**config.mk**
```make
export PLATFORM = sky130hd
export DESIGN_NAME = mk14_panel_scan
export DESIGN_NICKNAME = d
export VERILOG_FILES = /design/src/rtl/mk14_pkg.sv /design/src/rtl/mk14_key_debounce.sv /design/src/rtl/mk14_panel_scan.sv
export SDC_FILE = /design/constraint.sdc
export NUM_CORES = 1
export LEC_CHECK = 0
export BUFFER_PORTS_ARGS = -buffer_cell sky130_fd_sc_hd__buf_2
export CAP_MARGIN = 20
export CORE_MARGIN = 3
export CORE_UTILIZATION = 39
export CTS_CLUSTER_SIZE = 16
export DETAILED_ROUTE_END_ITERATION = 10
export HOLD_SLACK_MARGIN = 0.03
export PLACE_DENSITY = 0.53
export SLEW_MARGIN = 20
export SYNTH_ARGS = -nofsm -noshare
export SYNTH_HDL_FRONTEND = slang
export SYNTH_HIERARCHICAL = 1
export SYNTH_SLANG_ARGS = --single-unit
```
**constraint.sdc**
```tcl
create_clock -name clk -period 4.28 [get_ports clk]
set_input_delay 0.428 -clock clk [delete_from_list [all_inputs] [get_ports clk]]
set_output_delay 0.428 -clock clk [all_outputs]
set_load 0.01 [all_outputs]
```
**src/rtl/mk14_pkg.sv**
```systemverilog
// rtl/mk14_pkg.sv - shared constants and state encoding for the MK14 front-panel scanner
package mk14_pkg;

  localparam int NUM_DIGITS   = 8;
  localparam int NUM_ROWS     = 4;
  localparam int ROW_BIT_BASE = 4;
  localparam int DIGIT_W      = $clog2(NUM_DIGITS);
  localparam int ROW_W        = $clog2(NUM_ROWS);

  typedef enum logic [1:0] {
    FETCH = 2'd0,
    BLANK = 2'd1,
    DWELL = 2'd2,
    EVENT = 2'd3
  } mk14_state_e;

endpackage

```
**src/rtl/mk14_key_debounce.sv**
```systemverilog
// rtl/mk14_key_debounce.sv - debounced state and disagreement counter for one key row across all digits
module mk14_key_debounce
  import mk14_pkg::*;
#(
  parameter int DEBOUNCE_SCANS = 4
) (
  input  logic               clk,
  input  logic               rst,
  input  logic               i_sample,
  input  logic [DIGIT_W-1:0] i_digit,
  input  logic               i_raw,
  output logic               o_change,
  output logic               o_new_state
);

  logic [NUM_DIGITS-1:0] r_state;
  logic [2:0]            r_cnt [NUM_DIGITS];

  logic       w_diff;
  logic [2:0] w_cnt_inc;

  assign w_diff      = i_raw ^ r_state[i_digit];
  assign w_cnt_inc   = r_cnt[i_digit] + 3'd1;
  assign o_change    = i_sample & w_diff & (w_cnt_inc == 3'(DEBOUNCE_SCANS));
  assign o_new_state = i_raw;

  always_ff @(posedge clk) begin
    if (rst) begin
      r_state <= '0;
      for (int i = 0; i < NUM_DIGITS; i++) r_cnt[i] <= 3'd0;
    end else if (i_sample) begin
      if (!w_diff) begin
        r_cnt[i_digit] <= 3'd0;
      end else if (o_change) begin
        r_cnt[i_digit]   <= 3'd0;
        r_state[i_digit] <= i_raw;
      end else begin
        r_cnt[i_digit] <= w_cnt_inc;
      end
    end
  end

endmodule

```
**src/rtl/mk14_panel_scan.sv**
```systemverilog
// rtl/mk14_panel_scan.sv - MK14 display/keyboard scanner between the MMU and the panel pins
// Define MK14_PANEL_GHOST_BLANK_EN to insert the anti-ghosting BLANK phase before each dwell.
module mk14_panel_scan
  import mk14_pkg::*;
#(
  parameter int CLOCK_FREQ_MHZ = 50,
  parameter int DIGIT_US       = 1000,
  parameter int BLANK_CYCLES   = 16,
  parameter int DEBOUNCE_SCANS = 4
) (
  input  logic                  clk,
  input  logic                  rst,
  output logic [15:0]           display_addr,
  input  logic [7:0]            display_data_in,
  output logic [7:0]            seg_out,
  output logic [NUM_DIGITS-1:0] digit_en,
  input  logic [NUM_ROWS-1:0]   key_rows_n,
  output logic                  kbd_write_en,
  output logic [15:0]           kbd_addr,
  output logic [2:0]            kbd_bit,
  output logic                  kbd_pressed
);

  localparam int DWELL_CYCLES = CLOCK_FREQ_MHZ * DIGIT_US;
  localparam int CNT_SPAN     = (DWELL_CYCLES > BLANK_CYCLES) ? DWELL_CYCLES : BLANK_CYCLES;
  localparam int CNT_W        = $clog2(CNT_SPAN);
  localparam logic [CNT_W-1:0] DWELL_LAST = CNT_W'(DWELL_CYCLES - 1);

  localparam logic [1:0] S_FETCH = FETCH;
  localparam logic [1:0] S_DWELL = DWELL;
  localparam logic [1:0] S_EVENT = EVENT;
`ifdef MK14_PANEL_GHOST_BLANK_EN
  localparam logic [1:0] S_BLANK = BLANK;
  localparam logic [CNT_W-1:0] BLANK_LAST = CNT_W'(BLANK_CYCLES - 1);
`endif

  logic [1:0]          r_state;
  logic [DIGIT_W-1:0]  r_digit;
  logic [CNT_W-1:0]    r_cnt;
  logic [7:0]          r_seg;
  logic [NUM_ROWS-1:0] r_rows_s1;
  logic [NUM_ROWS-1:0] r_rows_s2;
  logic [NUM_ROWS-1:0] r_pend;
  logic [NUM_ROWS-1:0] r_pend_st;

  logic                w_dwell;
  logic                w_event;
  logic                w_sample;
  logic [NUM_ROWS-1:0] w_change;
  logic [NUM_ROWS-1:0] w_new_state;
  logic [NUM_ROWS-1:0] w_pend_rest;
  logic [ROW_W-1:0]    w_ev_row;

  assign w_dwell     = (r_state == S_DWELL);
  assign w_event     = (r_state == S_EVENT);
  assign w_sample    = w_dwell && (r_cnt == DWELL_LAST);
  assign w_pend_rest = r_pend & (r_pend - NUM_ROWS'(1));

  for (genvar g = 0; g < NUM_ROWS; g++) begin : g_row
    mk14_key_debounce #(
      .DEBOUNCE_SCANS(DEBOUNCE_SCANS)
    ) u_deb (
      .clk        (clk),
      .rst        (rst),
      .i_sample   (w_sample),
      .i_digit    (r_digit),
      .i_raw      (~r_rows_s2[g]),
      .o_change   (w_change[g]),
      .o_new_state(w_new_state[g])
    );
  end

  // Lowest pending row is reported first, so rows leave in ascending order.
  always_comb begin
    w_ev_row = '0;
    for (int i = NUM_ROWS - 1; i >= 0; i--) begin
      if (r_pend[i]) w_ev_row = ROW_W'(i);
    end
  end

  assign display_addr = {{(16-DIGIT_W){1'b0}}, r_digit};
  assign seg_out      = r_seg;
  assign digit_en     = w_dwell ? (NUM_DIGITS'(1) << r_digit) : '0;
  assign kbd_write_en = w_event;
  assign kbd_addr     = {{(16-DIGIT_W){1'b0}}, r_digit};
  assign kbd_bit      = 3'(ROW_BIT_BASE) + 3'(w_ev_row);
  assign kbd_pressed  = w_event & r_pend_st[w_ev_row];

  always_ff @(posedge clk) begin
    if (rst) begin
      r_state   <= S_FETCH;
      r_digit   <= '0;
      r_cnt     <= '0;
      r_seg     <= 8'h00;
      r_rows_s1 <= '1;
      r_rows_s2 <= '1;
      r_pend    <= '0;
      r_pend_st <= '0;
    end else begin
      r_rows_s1 <= key_rows_n;
      r_rows_s2 <= r_rows_s1;
      case (r_state)
        S_FETCH: begin
          r_seg <= display_data_in;
          r_cnt <= '0;
`ifdef MK14_PANEL_GHOST_BLANK_EN
          r_state <= S_BLANK;
`else
          r_state <= S_DWELL;
`endif
        end
`ifdef MK14_PANEL_GHOST_BLANK_EN
        S_BLANK: begin
          if (r_cnt == BLANK_LAST) begin
            r_cnt   <= '0;
            r_state <= S_DWELL;
          end else begin
            r_cnt <= r_cnt + 1'b1;
          end
        end
`endif
        S_DWELL: begin
          if (r_cnt == DWELL_LAST) begin
            r_pend    <= w_change;
            r_pend_st <= w_new_state;
            if (|w_change) begin
              r_state <= S_EVENT;
            end else begin
              r_state <= S_FETCH;
              r_digit <= r_digit + 1'b1;
            end
          end else begin
            r_cnt <= r_cnt + 1'b1;
          end
        end
        S_EVENT: begin
          r_pend <= w_pend_rest;
          if (w_pend_rest == '0) begin
            r_state <= S_FETCH;
            r_digit <= r_digit + 1'b1;
          end
        end
        default: r_state <= S_FETCH;
      endcase
    end
  end

endmodule

```
# Word-level counts from Yosys, hierarchy flattened
# Memory sizes are Yosys's and may differ from the RTL's. A register that Yosys moved wholly into a read port is not among the register bits.
# Cells that the tools add are included.
# op_classes
n_addsub	8
shifts	1
n_eq_ne	11
n_bitwise	26
n_reduce_logical	20
muxes	119
order_cmp	3
# op_table
cell	n
$mux W3	27
$mux W1	68
$bwmux W8	4
$pmux W16 S2	1
$add A16 B1 Y16 const B	1
$eq A16 B16 Y1 const B	1
$mux W16	1
$add A3 B1 Y3 const B	5
$mux W2	7
$bmux W1 S3	4
$eq A3 B3 Y1 const B	4
$reduce_and A3 Y1	4
$reduce_or A3 Y1	4
$and A1 B1 Y1	9
$mux W8	1
$or A1 B1 Y1	8
$pmux W4 S2	1
$reduce_and A2 Y1	4
$shl A1 B3 Y8 const A	1
$pmux W2 S3	1
$pmux W3 S2	1
$and A4 B4 Y4	1
$eq A2 B2 Y1 const B	2
$logic_not A4 Y1	1
17 further kinds	27
# word_totals
inputBits	14
output_inout_bits	53
reg_bits	77
ramBits	96
elab_cells	204
n_memories	4
# mem_list
name	depth	width	rd	rd_ports_with_merged_regs	wr	line_no	rtl
g_row[0].u_deb.r_cnt	8	3	1	1	8	mk14_key_debounce.sv:17	logic [2:0] r_cnt [NUM_DIGITS];
g_row[1].u_deb.r_cnt	8	3	1	1	8	mk14_key_debounce.sv:17	
g_row[2].u_deb.r_cnt	8	3	1	1	8	mk14_key_debounce.sv:17	
g_row[3].u_deb.r_cnt	8	3	1	1	8	mk14_key_debounce.sv:17	

# Depth between registers and ports, before layout
# logic_depth
ltp_word	14
mapped_depth	14
mapped_depth_nobuf	12

# Hierarchy
# Netlist, hierarchy kept.
# modules_own_cells
module	n_inst	seq_area_each_um2	area_each_um2	cells_per_inst
mk14_key_debounce at g_row[0].u_deb ...	3	880.8	1696.6	162
mk14_panel_scan	1	900.9	2476.1	291
mk14_key_debounce at g_row[3].u_deb	1	880.8	1843.0	159

# Worst setup path after synthesis
# Ideal clock, no wire load.
# synth_timing
path_type	register -> register
startpoint	register r_digit[0]
endpoint	register r_digit[0]
n_path_buf	3
required_ns	4.157
setup_slack_ns	0.404
arrival_ns	3.753
path_stages_with_launch	14
setup_ns	0.123
synth_period_minus_slack_ns	3.876
cell_sequence	dfxtp_1 > buf_6 > clkbuf_1 > nor3_1 > a32o_1 > a221oi_1 > nand4_1 > ha_1 > xor2_1 > clkbuf_1 > nor3_1 > o41ai_1 > o2111a_2 > mux2_1
# synth_via
elab_chain_cells	8
elab_cells_between_ends	28
cone_classes	1 x add/sub; 1 x eq/ne; 12 x mux; 12 x bitwise; 2 x reduce/logical
# synth_rtl
item	line_no	rtl
start: declaration	mk14_panel_scan.sv:38	logic [DIGIT_W-1:0] r_digit;
start signal: assignment	mk14_panel_scan.sv:130	r_digit <= r_digit + 1'b1;
start signal: assignment	mk14_panel_scan.sv:140	r_digit <= r_digit + 1'b1;
$bmux W1 S3	mk14_key_debounce.sv:22	assign w_diff = i_raw ^ r_state[i_digit];
$mux W1 (implied by the code)	mk14_key_debounce.sv:22	
$xor A1 B1 Y1	mk14_key_debounce.sv:22	
$and A1 B1 Y1 (2 in series)	mk14_key_debounce.sv:24	assign o_change = i_sample & w_diff & (w_cnt_inc == 3'(DEBOUNCE_SCANS));
named net w_change[2]	mk14_panel_scan.sv:49	logic [NUM_ROWS-1:0] w_change;
$reduce_or A4 Y1	mk14_panel_scan.sv:126	if (|w_change) begin
$ne A2 B2 Y1 (no source line)	--	
$reduce_and A4 Y1 (no source line)	--	
# The timed path passes the listed nets, and every way through them passes these cells. The select of a mux whose other input is x is not followed.
# A chain may end at the register's enable or synchronous reset.

# Worst setup path in the final report
# layout_timing
startpoint	register r_digit[1]
endpoint	register r_digit[2]
# Same word-level chain as after synthesis.

==> flow_metrics.py <==
metrics = {
    "clock_network": {
        "cts_buffer_depth": 2,
        "post_cts_resized": 0,
        "hold_buffers": 0,
        "cts_tree": "built",
        "cts_max_level": 4,
        "clk_latency_ns": 0.42,
        "root_buffer": "clkbuf_16",
        "cts.sinks": 173,
        "clkTransAtPathRegs_ns": 0.06,
        "numCtsBuffers": 17,
        "cts_setup_buffers": 0,
    },
    "floorplanning": {
        "top_level_ports": 67,
        "die_area_sq_um": 26000,
        "die_h_microns": 161,
        "initial_core_util": 0.398,
        "core_sq_um": 23600,
        "fp-row-count": 56,
        "fp.dieW_microns": 161,
    },
    "place": {
        "gp_congestion": 0.809,
        "portBuffers": 39,
        "dp_slack_ns": 0.625,
        "placed_cell_area_sq_um": 9710,
        "dpl.hpwl_mm": 14.5,
    },
    "logic_synthesis": {
        "synth_top_family_by_area": "simple AND/OR/NAND/NOR gates",
        "synthMuxAreaShare": 0.0848,
        "synth_edf_count": 96,
        "synthFlopType": "edfxtp_1",
        "avgSynthCellArea_sq_um": 10.1,
        "synth_compound_area_frac": 0.111,
        "yosys_register_bits": 173,
        "synth_top_area_frac": 0.306,
        "async_flop_share": 0,
        "yosys.area_share.simple": 0.233,
        "synth.area.top_cells": "edfxtp_1 (31%), dfxtp_1 (16%), mux2i_1 (6.2%)",
        "syn_inst": 936,
        "synth.distinct_cells": 77,
        "netlist_area_sq_um": 9410,
        "yosys_warnings": 6,
        "synth_xor_xnor_area_share": 0.0126,
        "yosysTopAreaCell": "edfxtp_1",
        "ys_seq_area_frac": 0.470,
        "synth_fa_ha_area_frac": 0.0210,
    },
    "critical_path": {
        "crit_end": "r_digit[2]",
        "cp-end-kind": "flop",
        "path_class": "flop to flop",
        "required_ns": 4.59,
        "timing.reg2reg.setup_slack_ns": 0.60,
        "slowest_stage": "dfxtp_2",
        "reg2regPathDepth": 11,
        "cp_slowest_stage_delay_ns": 0.80,
        "start_kind": "flop",
        "worstReg2RegEnd": "r_digit[2]",
        "crit_chain": "buf_4 > nor2b_1 > a22oi_1 > nor2_1 > a2111o_1 > ha_1 > xor2_1 > nor3_1 > o41ai_1 > o2111a_2 > mux2_1",
        "cp_max_fo": 29,
        "startpoint": "r_digit[1]",
        "crit_arrival_ns": 3.98,
        "regToRegStartpoint": "r_digit[1]",
    },
    "sta": {
        "rsz0062_at_grt": "false",
        "finalSetupTns_ns": 0,
        "finalCritPeriodShare": 0.859,
        "setup_violations": 0,
        "finalHoldViolations": 0,
        "worstMarginPinSlew_ns": 0.770,
        "fin_worst_skew_ns": 0.0106,
        "drv_slew": 0,
        "finalCriticalPeriod_ns": 3.68,
        "fmax_mhz": 272,
        "relSlewSlack": 0.487,
        "fin_ws_ns": 0.605,
    },
    "layout": {
        "design_area_sq_um": 10300,
        "synthToLayoutAreaGrowth_pct": 9.51,
        "diodes": 0,
        "drive_gt1_frac": 0.164,
        "final_cell_mix": "edfxtp_1 (96), nand2_1 (95), nor2_1 (81)",
        "nets": 971,
        "final_common_cell": "edfxtp_1",
    },
    "global_routing": {
        "grt_pass1_wl_mm": 35.2,
        "antenna_found_initial": 0,
        "grtUsageTotal": 0.167,
        "grt_pass1_vias": 6709,
        "grt-ovfl-total": 0,
        "grt_max_degree": 57,
    },
    "flow_run": {
        "drv_cap": 0,
    },
    "pwr": {
        "power.net_switching_mw": 0.802,
        "vdd_drop_max_v": 0.000235,
        "p_leak_nw": 3.42,
        "combPwrFrac": 0.047,
        "power_density_nw_per_um2": 342,
        "pwr-share-clk": 0.436,
        "switching_share": 0.228,
        "seqPwrFrac": 0.517,
        "intPower_mw": 2.72,
    },
    "run_status": {
        "outcome": "finished clean",
    },
    "detailed_routing": {
        "drc": 0,
        "ant_nets": 0,
        "drtPass1Iterations": 5,
        "wire_per_inst_microns": 16.6,
        "wl_mm": 21.1,
        "viasPerCell": 5.32,
        "drt_iter0_drc": 495,
        "vias": 6784,
    },
    "worst_hold_path": {
        "hold_class": "primary input to flop",
    },
}
[state kept, by name, indices dropped and copies added (netlist names)]
signal and cells:
r_pend 4, r_digit 3, r_pend_st 4, r_rows_s2 4, seg_out 8, g_row.u_deb/r_cnt 96, r_rows_s1 4, r_cnt 16
g_row.u_deb/r_state 32, r_state 2
[per-layer routing]
layer	track usage	part of all wire	vias to the layer above
li1	-	-	3378
met1	0.238	0.49	3272
met2	0.260	0.46	128
met3	0.0374	0.040	6
met4	0.0372	0.0057	0
met5	0	0	-
[worst max-delay path, delay by kind of cell (launching register included)]
| family | cells | cell delay [ns] |
|---|---|---|
| AND/OR/NAND/NOR | 3 | 0.28 |
| buffers and inverters | 1 | 0.29 |
| flip-flops | 1 | 0.80 |
| AO/OA/AOI/OAI | 4 | 1.39 |
| XOR/XNOR | 1 | 0.21 |
| multiplexers | 1 | 0.32 |
| adder cells (fa/ha/maj) | 1 | 0.26 |
[power groups by stage]
stage | sequential (mW) | clock, mW | combinational, mW
finish | 1.82 | 1.53 | 0.166
global route | 1.83 | 1.66 | 0.186
CTS | 1.82 | 1.58 | 0.166
detailed placement | 1.86 | 0 | 0.166
global placement | 1.86 | 0 | 0.166
floorplan | 1.85 | 0 | 0.139
[layout make-up]
cell class	instances	area [sq um]
Fill cell	2295	13300
Multi-Input combinational cell	671	4460
Sequential cell	173	4430
Clock buffer	17	425
Tap cell	319	399
Timing Repair Buffer	57	343
Clock inverter	15	160
Inverter	22	82.6
[synthesized netlist by cell type (all sizes together) (8+ instances only)]
cell / number
a2111o: 9
a21oi: 28
a22oi: 11
and3: 8
buf: 51
clkbuf: 44
dfxtp: 77
edfxtp: 96
ha: 15
inv: 21
mux2i: 58
nand2: 98
nand2b: 26
nand3: 44
nand4: 8
nor2: 105
nor2b: 33
nor3: 14
nor4: 19
o21ai: 22
o311ai: 18
o41ai: 19
or2: 12
or4: 10
xnor2: 8
[logic make-up (layout without fill, tap and decap cells)]
kind of cell / count (synthesis) / after routing
DFF: 173 / 173
buffers and inverters: 117 / 111
other: 2 / 27
muxes: 70 / 70
AOI/OAI and AO/OA: 136 / 136
and+or+nand+nor: 411 / 411
xor gates and xnor gates: 11 / 11
adders and majority gates: 16 / 16
[worst min-delay path by stage]
stage,cells past startpoint,endpoint,startpoint
floorplan,1,r_rows_s2[0],r_rows_s1[0]
global placement,1,r_rows_s2[1],r_rows_s1[1]
detailed placement,1,r_rows_s2[3],r_rows_s1[3]
CTS,2,r_rows_s1[2],key_rows_n[2]
global route,2,r_rows_s1[0],key_rows_n[0]
finish,2,r_rows_s1[2],key_rows_n[2]
[metrics by stage]
step	hold WS, ns	util	std cells	power [mW]
6_report	0.182	0.436	1274	3.52
5_1_grt	0.168	0.436	1274	3.67
4_1_cts	0.167	0.436	1274	3.57
3_5_place_dp	0.399	0.411	1242	2.03
3_3_place_gp	0.411	0.411	1242	2.03
2_1_floorplan	0.389	-	961	1.99
Power figures use the tool's default switching activity.
